<file path="config.mk">
export PLATFORM = sky130hd
export DESIGN_NAME = ysyx_23060187_ifu_flat
export DESIGN_NICKNAME = d
export VERILOG_FILES = /design/src/rtl/ysyx_23060187_ifu_if.sv /design/src/rtl/ysyx_23060187_ifu.sv /design/src/flat_wrapper.sv
export SDC_FILE = /design/constraint.sdc
export NUM_CORES = 1
export LEC_CHECK = 0
export BUFFER_PORTS_ARGS = -buffer_cell sky130_fd_sc_hd__buf_4
export CAP_MARGIN = 20
export CORE_MARGIN = 2
export CORE_UTILIZATION = 49
export DETAILED_ROUTE_END_ITERATION = 7
export HOLD_SLACK_MARGIN = 0.08
export PLACE_DENSITY = 0.85
export SYNTH_ARGS = -nofsm -noshare
export SYNTH_HDL_FRONTEND = slang
export SYNTH_SLANG_ARGS = --single-unit
</file>
<file path="constraint.sdc">
create_clock -name clk -period 4.5 [get_ports clk]
set_input_delay 0.225 -clock clk [delete_from_list [all_inputs] [get_ports clk]]
set_output_delay 0.225 -clock clk [all_outputs]
set_load 0.1 [all_outputs]
</file>
<file path="src/rtl/ysyx_23060187_ifu_if.sv">
// ============================================================================
// Module      : ysyx_23060187_ifu_if
// Description : Bundle of the signals around the IFU. It covers the
//               instruction-memory read port, the IFU->IDU valid/ready link,
//               the WBU next-PC return and the sticky status flags.
//               The master modport is the IFU side and the slave modport is
//               the environment side (memory, IDU and WBU).
// Revision    : 1.0 - initial release
// ============================================================================
`default_nettype none

interface ysyx_23060187_ifu_if;
  // instruction memory read port
  logic        ifu_mem_req;
  logic [31:0] ifu_mem_addr;
  logic        mem_ifu_rvalid;
  logic [31:0] mem_ifu_rdata;
  // IFU -> IDU link
  logic        IFU_IDU_valid;
  logic [31:0] IFU_IDU_inst;
  logic [31:0] IFU_IDU_pc;
  logic        IDU_IFU_ready;
  // WBU -> IFU next PC
  logic        WBU_IFU_valid;
  logic [31:0] WBU_IFU_npc;
  // sticky status
  logic        ifu_timeout;
  logic        ifu_misalign;

  modport master (
    output ifu_mem_req, ifu_mem_addr,
    input  mem_ifu_rvalid, mem_ifu_rdata,
    output IFU_IDU_valid, IFU_IDU_inst, IFU_IDU_pc,
    input  IDU_IFU_ready,
    input  WBU_IFU_valid, WBU_IFU_npc,
    output ifu_timeout, ifu_misalign
  );

  modport slave (
    input  ifu_mem_req, ifu_mem_addr,
    output mem_ifu_rvalid, mem_ifu_rdata,
    input  IFU_IDU_valid, IFU_IDU_inst, IFU_IDU_pc,
    output IDU_IFU_ready,
    output WBU_IFU_valid, WBU_IFU_npc,
    input  ifu_timeout, ifu_misalign
  );
endinterface

`default_nettype wire

</file>
<file path="src/rtl/ysyx_23060187_ifu.sv">
// ============================================================================
// Module      : ysyx_23060187_ifu
// Description : Instruction fetch unit of the multi-cycle core. It keeps one
//               instruction in flight: request a word at pc, wait for the
//               response, hand inst+pc to IDU, then wait for the write-back
//               next PC before the following fetch.
//               Optional macro IFU_MISALIGN_CHK_EN: a misaligned next PC sets
//               ifu_misalign and parks the unit in ERROR until reset. Without
//               the macro the next PC is word-aligned and no error is raised.
// Revision    : 1.0 - initial release
// ============================================================================
`default_nettype none

module ysyx_23060187_ifu #(
  parameter logic [31:0] RESET_PC       = 32'h8000_0000,
  parameter int          TIMEOUT_CYCLES = 255
) (
  input  logic                     clk,
  input  logic                     rst,
  ysyx_23060187_ifu_if.master      bus
);

  localparam logic [7:0]  TIMEOUT_LIM = 8'(TIMEOUT_CYCLES);
  localparam logic [31:0] ALIGN_MASK  = 32'hFFFF_FFFC;

  typedef enum logic [2:0] {
    FETCH_REQ = 3'd0,
    WAIT_RESP = 3'd1,
    SEND_IDU  = 3'd2,
    WAIT_NPC  = 3'd3
`ifdef IFU_MISALIGN_CHK_EN
    ,
    ERROR     = 3'd4
`endif
  } state_t;

  state_t      state;
  logic [31:0] pc;
  logic [31:0] inst_r;
  logic [7:0]  timer;
  logic [7:0]  timer_inc;
  logic        timeout_r;
`ifdef IFU_MISALIGN_CHK_EN
  logic        misalign_r;
`endif

  // Saturating increment so a long wait can never wrap the timer back to zero.
  always_comb begin
    timer_inc = (timer == 8'hFF) ? timer : timer + 8'd1;
  end

  // Fetch sequencer: one request, one response, one handoff, one next PC.
  always_ff @(posedge clk or negedge rst) begin
    if (!rst) begin
      state     <= FETCH_REQ;
      pc        <= RESET_PC;
      inst_r    <= '0;
      timer     <= '0;
      timeout_r <= 1'b0;
`ifdef IFU_MISALIGN_CHK_EN
      misalign_r <= 1'b0;
`endif
    end else begin
      case (state)
        FETCH_REQ: begin
          timer <= '0;
          state <= WAIT_RESP;
        end
        WAIT_RESP: begin
          if (bus.mem_ifu_rvalid) begin
            inst_r <= bus.mem_ifu_rdata;
            state  <= SEND_IDU;
          end else begin
            timer <= timer_inc;
            // Give up on this response and re-issue the same pc; a late
            // response to the old request is then taken as the new one.
            if (timer_inc == TIMEOUT_LIM) begin
              timeout_r <= 1'b1;
              state     <= FETCH_REQ;
            end
          end
        end
        SEND_IDU: begin
          if (bus.IDU_IFU_ready) state <= WAIT_NPC;
        end
        WAIT_NPC: begin
          if (bus.WBU_IFU_valid) begin
`ifdef IFU_MISALIGN_CHK_EN
            pc <= bus.WBU_IFU_npc;
            if (bus.WBU_IFU_npc[1:0] != 2'b00) begin
              misalign_r <= 1'b1;
              state      <= ERROR;
            end else begin
              state <= FETCH_REQ;
            end
`else
            pc    <= bus.WBU_IFU_npc & ALIGN_MASK;
            state <= FETCH_REQ;
`endif
          end
        end
`ifdef IFU_MISALIGN_CHK_EN
        ERROR: state <= ERROR;
`endif
        default: state <= FETCH_REQ;
      endcase
    end
  end

  assign bus.ifu_mem_req   = (state == FETCH_REQ);
  assign bus.ifu_mem_addr  = pc;
  assign bus.IFU_IDU_valid = (state == SEND_IDU);
  assign bus.IFU_IDU_inst  = inst_r;
  assign bus.IFU_IDU_pc    = pc;
  assign bus.ifu_timeout   = timeout_r;
`ifdef IFU_MISALIGN_CHK_EN
  assign bus.ifu_misalign  = misalign_r;
`else
  assign bus.ifu_misalign  = 1'b0;
`endif

endmodule

`default_nettype wire

</file>
<file path="src/flat_wrapper.sv">
// flat-port wrapper written by rule: the top's interface ports become plain ports
module ysyx_23060187_ifu_flat 
#(
  parameter logic [31:0] RESET_PC       = 32'h8000_0000,
  parameter int          TIMEOUT_CYCLES = 255
)
  (clk, rst, bus_ifu_mem_req, bus_ifu_mem_addr, bus_mem_ifu_rvalid, bus_mem_ifu_rdata, bus_IFU_IDU_valid, bus_IFU_IDU_inst, bus_IFU_IDU_pc, bus_IDU_IFU_ready, bus_WBU_IFU_valid, bus_WBU_IFU_npc, bus_ifu_timeout, bus_ifu_misalign);
  ysyx_23060187_ifu_if bus_i ();
  input  logic clk;
  input  logic rst;
  output wire logic [$bits(bus_i.ifu_mem_req)-1:0] bus_ifu_mem_req;
  output wire logic [$bits(bus_i.ifu_mem_addr)-1:0] bus_ifu_mem_addr;
  input wire logic [$bits(bus_i.mem_ifu_rvalid)-1:0] bus_mem_ifu_rvalid;
  input wire logic [$bits(bus_i.mem_ifu_rdata)-1:0] bus_mem_ifu_rdata;
  output wire logic [$bits(bus_i.IFU_IDU_valid)-1:0] bus_IFU_IDU_valid;
  output wire logic [$bits(bus_i.IFU_IDU_inst)-1:0] bus_IFU_IDU_inst;
  output wire logic [$bits(bus_i.IFU_IDU_pc)-1:0] bus_IFU_IDU_pc;
  input wire logic [$bits(bus_i.IDU_IFU_ready)-1:0] bus_IDU_IFU_ready;
  input wire logic [$bits(bus_i.WBU_IFU_valid)-1:0] bus_WBU_IFU_valid;
  input wire logic [$bits(bus_i.WBU_IFU_npc)-1:0] bus_WBU_IFU_npc;
  output wire logic [$bits(bus_i.ifu_timeout)-1:0] bus_ifu_timeout;
  output wire logic [$bits(bus_i.ifu_misalign)-1:0] bus_ifu_misalign;
  assign bus_ifu_mem_req = bus_i.ifu_mem_req;
  assign bus_ifu_mem_addr = bus_i.ifu_mem_addr;
  assign bus_i.mem_ifu_rvalid = bus_mem_ifu_rvalid;
  assign bus_i.mem_ifu_rdata = bus_mem_ifu_rdata;
  assign bus_IFU_IDU_valid = bus_i.IFU_IDU_valid;
  assign bus_IFU_IDU_inst = bus_i.IFU_IDU_inst;
  assign bus_IFU_IDU_pc = bus_i.IFU_IDU_pc;
  assign bus_i.IDU_IFU_ready = bus_IDU_IFU_ready;
  assign bus_i.WBU_IFU_valid = bus_WBU_IFU_valid;
  assign bus_i.WBU_IFU_npc = bus_WBU_IFU_npc;
  assign bus_ifu_timeout = bus_i.ifu_timeout;
  assign bus_ifu_misalign = bus_i.ifu_misalign;
  ysyx_23060187_ifu #(.RESET_PC(RESET_PC), .TIMEOUT_CYCLES(TIMEOUT_CYCLES)) u_core (.clk(clk), .rst(rst), .bus(bus_i));
endmodule
</file>
==> run metrics, run 1 <==
final worst-path cycle share=0.438; WP data arrival=2170 ps; antenna diode count=0; CP endpoint kind=register; top_reg_cell synth=dfrtp_1; max_slew headroom=0.401; layout cells sized above 1=0.636; Final min period=1970 ps; Tightest Pin Transition=898 ps; startpoint types=register; most common cell in the netlist=dfrtp_1; GRT Total Usage=0.206; core box area=6460 µm²; MaxCap Viol Count=0; Routed WL per cell=16.1 µm; vias in the first global route=2394; largest net degree at the start of global routing=74; initial antenna violation count=0; Max Freq=0.507 GHz; Final HPWL DP=5.47 mm; status=complete, no violations; die width=86.2 µm; CP peak stage delay=490 ps; height of the die=86.2 µm; CTS Buf Count=9; pre-CTS setup slack=2610 ps; top post-synthesis cells by count=dfrtp_1 (72), mux2_2 (63), buf_4 (36); Final ANT Viol Nets=0; worst-skew pair later-pin latency=340 ps; Rows=29; global-route wire length before repair=11.8 mm; Hold Slack=109 ps; Synth Cell Area=3310 µm²; yosys warns=0; setup TNS=0 ps; Final Hold Vio Count=0; clk sinks=73; final setup violating endpoints=0; clock-pin slew on the worst setup and hold paths=80 ps; final core utilization=0.708; Post-CTS Setup Repair Bufs=0; Worst EP required=4700 ps; final setup skew=6.21 ps; Iter 0 DRT Violations=87; TritonCTS clock tree=built; Die Footprint=7440 µm²; flops & latches, synth=73; Worst Setup Path Type=register to register; CTS Buffer Depth=2; RSZ-0062 raised after global routing=no; Slew Viols, Final=0; Root Driver=clkbuf_8; drt total wl=7.46 mm; Layout Nets=452; CTS H-tree depth=3; # IOs=169; GPL Wtd Cong=0.857; Initial Util=0.513; sequential share of the synthesized area=0.552; most area-hungry cell type in the Yosys netlist=dfrtp_1; Post-Synthesis Cells=252; first drt pass iteration count=4; synthesized area per cell=13.2 µm²; Final WS setup=2530 ps; Synth top area share=0.544; fraction of registers with async set/reset=1.00; GRT Residual Overflow=0; Area contributors post-synth=dfrtp_1 (54%), mux2_2 (21%), buf_4 (8.2%); Via-to-Cell Ratio=5.29; Unique masters post-synth=40; Area Growth Syn to Fin=38.0%; worst hold path class=input pin to register; total number of vias=2455; EDFF count, synth=0; DRC viols=0; Max FO, Critical Path=9; crit path max-delay cell type=dfrtp_1; critical-path cell list=ha_1 -> nand2_1 -> a211o_1 -> nor4_1 -> a21oi_1; port buffer count=161
-- repair_timing --
action,CTS,global route
hold endpoints to repair,72,1
hold buffers,1,1
gates resized for setup,0,0
-- layout by cell type, fill, tap and decap left out, types with 3 or more instances in the layout --
cell type / instances
nand3_1: 4
a31oi_1: 6
buf_4: 163
and4_1: 3
a21oi_1: 4
dfrtp_1: 72
nand2_1: 4
nor2b_1: 4
nor2_1: 6
nand4_1: 3
mux2_2: 63
clkbuf_8: 10
conb_1: 5
bufinv_16: 3
-- cell families after synthesis --
logic type / synth area share
buffers and inverters: 0.105
AND/OR/NAND/NOR: 0.0649
other: 0.00113
AO/OA/AOI/OAI: 0.0593
adder cells (fa/ha/maj): 0.00377
multiplexers: 0.214
flip-flops: 0.552
-- area by class of cell --
type | count | area, µm²
clock buffers | 10 | 138
flip-flops and latches | 73 | 1830
clock inverters | 6 | 115
repair buffers | 165 | 1240
multi-input cells | 133 | 1150
fillers | 457 | 1890
well taps | 77 | 96.3
-- worst max-delay path: cells and delay by family (launching register included) --
| kind | cells | cell delay, ps |
|---|---|---|
| AND/OR/NAND/NOR | 2 | 540 |
| adder cells (fa/ha/maj) | 1 | 380 |
| flip-flops | 1 | 490 |
| AO/OA/AOI/OAI | 2 | 430 |
-- worst paths after layout --
kind | from | endpoint | slack [ps] | depth (start not counted)
worst max-delay path | u_core.timer[0] | u_core.state[0] | 2530 | 5
worst min register to register | u_core.bus.ifu_timeout | u_core.bus.ifu_timeout | 470 | 1
max in group asynchronous | rst | u_core.bus.IFU_IDU_inst[17] | 3370 | 2
worst max register to register | u_core.timer[0] | u_core.state[0] | 2530 | 5
min in group asynchronous | rst | u_core.bus.IFU_IDU_pc[22] | 540 | 2
worst min-delay path | bus_mem_ifu_rdata[23] | u_core.bus.IFU_IDU_inst[23] | 110 | 2
-- registers in the layout (all words and copies together), names as in the netlist --
name and count:
u_core.bus.ifu_timeout 1, u_core.bus.IFU_IDU_pc 30, u_core.bus.IFU_IDU_inst 32, u_core.timer 8, u_core.state 2
-- per-stage QoR --
step           std cells  area (µm²)
2_1_floorplan        256        3330
3_3_place_gp         446        4300
3_5_place_dp         446        4300
4_1_cts              463        4560
5_1_grt              464        4570
6_report             464        4570
-- per-layer routing --
metal / wire [µm] / track usage / up-vias
li1: - / - / 1122
met1: 2840 / 0.256 / 1153
met2: 3680 / 0.333 / 163
met3: 772 / 0.0667 / 17
met4: 153 / 0.0838 / 0
met5: 0 / 0 / -
Power of run 1 is left out: the tool's default activity adds up to more than one toggle a clock period on the data nets, which glitch-free logic cannot reach.
==> run 2, diff against run 1 <==
--- a/config.mk
+++ b/config.mk
@@ -5,13 +5,14 @@
 export SDC_FILE = /design/constraint.sdc
 export NUM_CORES = 1
 export LEC_CHECK = 0
+export ABC_AREA = 1
 export BUFFER_PORTS_ARGS = -buffer_cell sky130_fd_sc_hd__buf_4
 export CAP_MARGIN = 20
 export CORE_MARGIN = 2
-export CORE_UTILIZATION = 49
+export CORE_UTILIZATION = 45
 export DETAILED_ROUTE_END_ITERATION = 7
 export HOLD_SLACK_MARGIN = 0.08
-export PLACE_DENSITY = 0.85
+export PLACE_DENSITY = 0.79
 export SYNTH_ARGS = -nofsm -noshare
 export SYNTH_HDL_FRONTEND = slang
 export SYNTH_SLANG_ARGS = --single-unit
==> constraint.sdc (replaced) <==
create_clock -name clk -period 1.88 [get_ports clk]
set_input_delay 0.094 -clock clk [delete_from_list [all_inputs] [get_ports clk]]
set_output_delay 0.094 -clock clk [all_outputs]
set_load 0.1 [all_outputs]
==> run metrics, run 2 <==
Area contributors post-synth=dfrtp_1 (55%), mux2_2 (21%), buf_4 (7.9%); layout cells sized above 1=0.537 (-0.0991); EDFF count, synth=0 (unchanged); Synth top area share=0.545 (+0.00144); final worst-path cycle share=0.906 (+0.467); Area Growth Syn to Fin=58.7%; setup TNS=0 ps (unchanged); antenna diode count=0 (unchanged); placed cells=500 (+12%); GPL Wtd Cong=0.810 (-5.5%); most area-hungry cell type in the Yosys netlist=dfrtp_1; Max Freq=0.587 GHz (+16%); fraction of registers with async set/reset=1.00 (unchanged); CTS Buffer Depth=2 (unchanged); worst-skew pair later-pin latency=330 ps (about the same); startpoint types=register; Finished Layout Cells=578 (+25%); Routed WL per cell=14.9 µm (-7.0%); Die Footprint=8050 µm² (+8.2%); Fill cells=497 (+8.8%); Final min period=1700 ps (-270 ps); Max FO, Critical Path=8 (-1); total number of vias=2719 (+11%); Cell Area, Placed=4420 µm² (+2.8%); port buffer count=161 (unchanged); largest net degree at the start of global routing=43 (-42%); sequential share of the synthesized area=0.553 (+0.00146); Initial Util=0.461 (-0.0525); min-delay src=bus_IDU_IFU_ready; Iter 0 DRT Violations=101 (+16%); Worst EP required=2110 ps (-2590 ps); most frequent cells in the layout=buf_4 (161), dfrtp_1 (72), dlygate4sd3_1 (63), mux2_2 (62), nand2_1 (39); Final Hold Vio Count=0 (unchanged); initial antenna violation count=0 (unchanged); Rows=31 (+6.9%); RSZ-0062 raised after global routing=no; WP data arrival=1930 ps (-240 ps); DRC viols=0 (unchanged); R2R Path Start=u_core.timer[0]; TritonCTS clock tree=built; worst hold path class=input pin to register; yosys warns=0 (unchanged); clk sinks=73 (unchanged); number of flip-flops under the largest register name=32 (unchanged); CTS H-tree depth=3 (unchanged); first drt pass iteration count=4 (unchanged); drt total wl=8.64 mm (+16%); die width=89.7 µm (+4.0%); post-route cell area=5250 µm² (+15%); Synth Cell Area=3310 µm² (-0.26%); top post-synthesis cells by count=dfrtp_1 (72), mux2_2 (62), nand2_1 (39); vias in the first global route=2969 (+24%); top_reg_cell synth=dfrtp_1; core box area=7180 µm² (+11%); Slew Viols, Final=0 (unchanged); final setup violating endpoints=0 (unchanged); global-route wire length before repair=14.2 mm (+20%); max_slew headroom=0.616 (+0.214); Final ANT Viol Nets=0 (unchanged); Final HPWL DP=5.44 mm (-0.48%); flops & latches, synth=73 (unchanged); GRT Residual Overflow=0 (unchanged); most common cell in the netlist=dfrtp_1; height of the die=89.7 µm (+4.0%); Root Driver=clkbuf_8; commonest non-fill, non-tap cell in the layout=buf_4; final setup skew=7.89 ps (+1.68 ps); Post-Synthesis Cells=274 (+8.7%); MaxCap Viol Count=0 (unchanged); Worst Setup Path Type=register to register; Tightest Pin Transition=577 ps (-322 ps); clock-pin slew on the worst setup and hold paths=70 ps (about the same); CP endpoint kind=register; worst setup path startpoint=u_core.timer[0]; # IOs=169 (unchanged); Unique masters post-synth=24 (-40%); status=complete, no violations; # hold bufs at CTS=63 (+62); GRT Total Usage=0.221 (+0.0151); Via-to-Cell Ratio=4.70 (-11%); synthesized area per cell=12.1 µm² (-8.3%); Layout Nets=545 (+21%); post-CTS sizing=0 (unchanged); Post-CTS Setup Repair Bufs=0 (unchanged); CTS Buf Count=9 (unchanged)
run 2: cell count changes after synthesis, moves of 4 or more:
| cell | change |
|---|---|
| a31oi_1 | -6 |
| inv_1 | +14 |
| nand2_1 | +35 |
| nand2_2 | +5 |
| nand3_1 | +5 |
| nor2b_1 | -4 |
| o21ai_0 | +4 |
run 2: kinds of logic (layout without fill, tap and decap cells):
kind of cell,after synthesis,in the layout,share of synthesized area
multiplexers,62,62,0.211
AO/OA/AOI/OAI,13,13,0.0216
AND/OR/NAND/NOR,66,66,0.0999
buffers and inverters,57,258,0.107
other,1,5,0.00113
flip-flops,73,73,0.553
adder cells (fa/ha/maj),1,1,0.00378
XOR/XNOR,1,1,0.00265
run 2: final timing paths:
kind	end	cells past startpoint	slack, ps
min in group asynchronous	u_core.bus.IFU_IDU_inst[16]	2	300
worst max register to register	u_core.state[0]	12	180
max in group asynchronous	u_core.bus.IFU_IDU_pc[31]	3	930
worst max-delay path	u_core.state[0]	12	180
worst min register to register	u_core.bus.ifu_timeout	1	480
worst min-delay path	u_core.state[1]	4	100
run 2: final cells by class:
cell class / count / area [µm²] / share of cell area
well taps: 99 / 124 / 0.0236
clock buffers: 12 / 155 / 0.0296
flip-flops and latches: 73 / 1830 / 0.348
multi-input cells: 148 / 1140 / 0.217
inverters: 16 / 60.1 / 0.0114
repair buffers: 227 / 1900 / 0.362
clock inverters: 3 / 40.0 / 0.00763
run 2: routing by layer:
metal | share of wire | vias up | global-route usage
met2 | 0.55 | 113 | 0.422
met3 | 0.068 | 21 | 0.0712
li1 | - | 1262 | -
met5 | 0 | - | 0
met1 | 0.36 | 1323 | 0.225
met4 | 0.027 | 0 | 0.0744
run 2: worst max-delay path, cell delays in order (launching register included):
cell     delay [ps]
dfrtp_1         400
ha_1            240
nand2_2         100
nor2_4          150
nand2_4         100
nand2_1         110
nand2_1          80
nor2_2           90
nand3_2          90
nand2_2          90
nand2_1          50
nand2_1          50
nand2_1          50
run 2: through the flow:
| stage | setup slack [ps] | util | hold slack [ps] |
|---|---|---|---|
| after global placement | 263 | 0.616 | 114 |
| after CTS | 200 | 0.731 | 84.1 |
| after global routing | 31.2 | 0.731 | 121 |
| after detailed placement | 205 | 0.616 | 121 |
| after floorplan | 93.1 | - | -202 |
| final | 178 | 0.731 | 101 |
Power of run 2 is left out for the same reason.
==> run 3, diff against run 2 <==
--- a/config.mk
+++ b/config.mk
@@ -13,6 +13,7 @@
 export DETAILED_ROUTE_END_ITERATION = 7
 export HOLD_SLACK_MARGIN = 0.08
 export PLACE_DENSITY = 0.79
+export RECOVER_POWER = 25
 export SYNTH_ARGS = -nofsm -noshare
 export SYNTH_HDL_FRONTEND = slang
 export SYNTH_SLANG_ARGS = --single-unit
==> run metrics, run 3 (synthesized netlist as in run 2, its figures left out) <==
final core utilization=0.731 (about the same); Final Hold Vio Count=0 (unchanged); layout cells sized above 1=0.537 (unchanged); Initial Util=0.461 (unchanged); die width=89.7 µm (unchanged); Buf/Inv on CP=0 (unchanged); Slew Viols, Final=0 (unchanged); critical-path cell list=ha_1 -> nand2_2 -> nor2_4 -> nand2_4 -> nand2_1 -> nand2_1 -> nor2_2 -> nand3_2 -> nand2_2 -> nand2_1 -> nand2_1 -> nand2_1; top routing layer in use=met4; largest net degree at the start of global routing=43 (unchanged); vias in the first global route=2969 (unchanged); GRT Residual Overflow=0 (unchanged); final setup violating endpoints=0 (unchanged); Root Driver=clkbuf_8; GRT Total Usage=0.221 (unchanged); clock-pin slew on the worst setup and hold paths=70 ps (about the same); Tightest Pin Transition=1060 ps (+483 ps); routed wl met3=588 µm (unchanged); global-route wire length before repair=14.2 mm (unchanged); total number of vias=2718 (-0.037%); DRC viols=0 (unchanged); Met1 Wirelength=3.09 mm (about the same); Rows=31 (unchanged); Worst EP required=2110 ps (about the same); GPL Wtd Cong=0.810 (unchanged); initial antenna violation count=0 (unchanged); WP data arrival=1930 ps (about the same); met2 wire length=4.73 mm (about the same); crit path max-delay cell type=dfrtp_1; crit-path leading delay family=simple AND/OR/NAND/NOR gates; CP endpoint kind=register; Max Freq=0.587 GHz (unchanged); Iter 0 DRT Violations=101 (unchanged); most used cell, CP=nand2_1; max_slew headroom=0.293 (-0.322); final worst-path cycle share=0.906 (unchanged); # IOs=169 (unchanged); Die Footprint=8050 µm² (unchanged); Post-CTS Setup Repair Bufs=0 (unchanged); Max FO, Critical Path=8 (unchanged); CTS H-tree depth=3 (unchanged); commonest non-fill, non-tap cell in the layout=buf_4; Fill cells=498 (+0.20%); CP peak stage delay=400 ps (about the same); CTS Buf Count=9 (unchanged); startpoint types=register; first drt pass iteration count=4 (unchanged); worst hold path class=input pin to register; Worst Setup Path Type=register to register; RSZ-0062 raised after global routing=no; CTS Buffer Depth=2 (unchanged); Routed WL per cell=14.9 µm (about the same); R2R Setup Slk=180 ps (about the same); Final HPWL DP=5.44 mm (unchanged); worst-skew pair later-pin latency=330 ps (about the same); drt total wl=8.64 mm (about the same); setup TNS=0 ps (unchanged); clk sinks=73 (unchanged); MaxCap Viol Count=0 (unchanged); Area Growth Syn to Fin=58.6% (about the same); port buffer count=161 (unchanged); Final min period=1700 ps (unchanged); final setup skew=7.89 ps (unchanged); Via-to-Cell Ratio=4.70 (about the same); antenna diode count=0 (unchanged); number of flip-flops under the largest register name=32 (unchanged); most frequent cells in the layout=buf_4 (160), dfrtp_1 (72), dlygate4sd3_1 (63), mux2_2 (62), nand2_1 (39); post-CTS sizing=0 (unchanged); Layout Nets=545 (unchanged); height of the die=89.7 µm (unchanged); core box area=7180 µm² (unchanged); TritonCTS clock tree=built; status=complete, no violations; Final ANT Viol Nets=0 (unchanged)
## run 3: changes by cell type in the layout (fill, tap and decap cells not counted), sizes merged
cell	delta
clkbuf	+1
buf	-1
## run 3: cell type report
| class | count | area, µm² | area share |
|---|---|---|---|
| timing repair buffer | 227 | 1900 | 0.362 |
| sequential | 73 | 1830 | 0.349 |
| multi-input combinational | 148 | 1140 | 0.217 |
| clock buffer | 12 | 155 | 0.0296 |
| tap | 99 | 124 | 0.0236 |
| inverter | 16 | 60.1 | 0.0115 |
| clock inverter | 3 | 40.0 | 0.00764 |
## run 3: timing repair
action,CTS,global route
setup endpoints to repair,0,0
endpoints found under the hold margin,103,0
hold buffers,63,0
## run 3: final timing paths
path,start,endpoint,depth (start not counted)
min in group asynchronous,rst,u_core.bus.IFU_IDU_inst[16],2
worst min-delay path,bus_IDU_IFU_ready,u_core.state[1],4
worst max-delay path,u_core.timer[0],u_core.state[0],12
max in group asynchronous,rst,u_core.bus.IFU_IDU_pc[31],3
worst min register to register,u_core.bus.ifu_timeout,u_core.bus.ifu_timeout,1
worst max register to register,u_core.timer[0],u_core.state[0],12
## run 3: routing by layer
metal / vias to the layer above / GRT usage
met4: 0 / 0.0744
met5: - / 0
met3: 21 / 0.0712
met2: 113 / 0.422
li1: 1262 / -
met1: 1322 / 0.225
## run 3: stage by stage
| stage | instance area, µm² | hold slack [ps] | setup slack, ps | instances |
|---|---|---|---|---|
| 6_report | 5240 | 101 | 178 | 578 |
| 5_1_grt | 5240 | 121 | 31.2 | 578 |
| 4_1_cts | 5250 | 84.1 | 200 | 578 |
| 3_5_place_dp | 4420 | 121 | 205 | 500 |
| 3_3_place_gp | 4420 | 114 | 263 | 500 |
| 2_1_floorplan | 3320 | -202 | 93.1 | 278 |
## run 3: tightest hold or removal path: cells and delay by family
family | cells | cell delay, ps
compound gates | 1 | 60
simple gates | 1 | 60
buf+inv | 2 | 180
Power of run 3 is left out for the same reason.
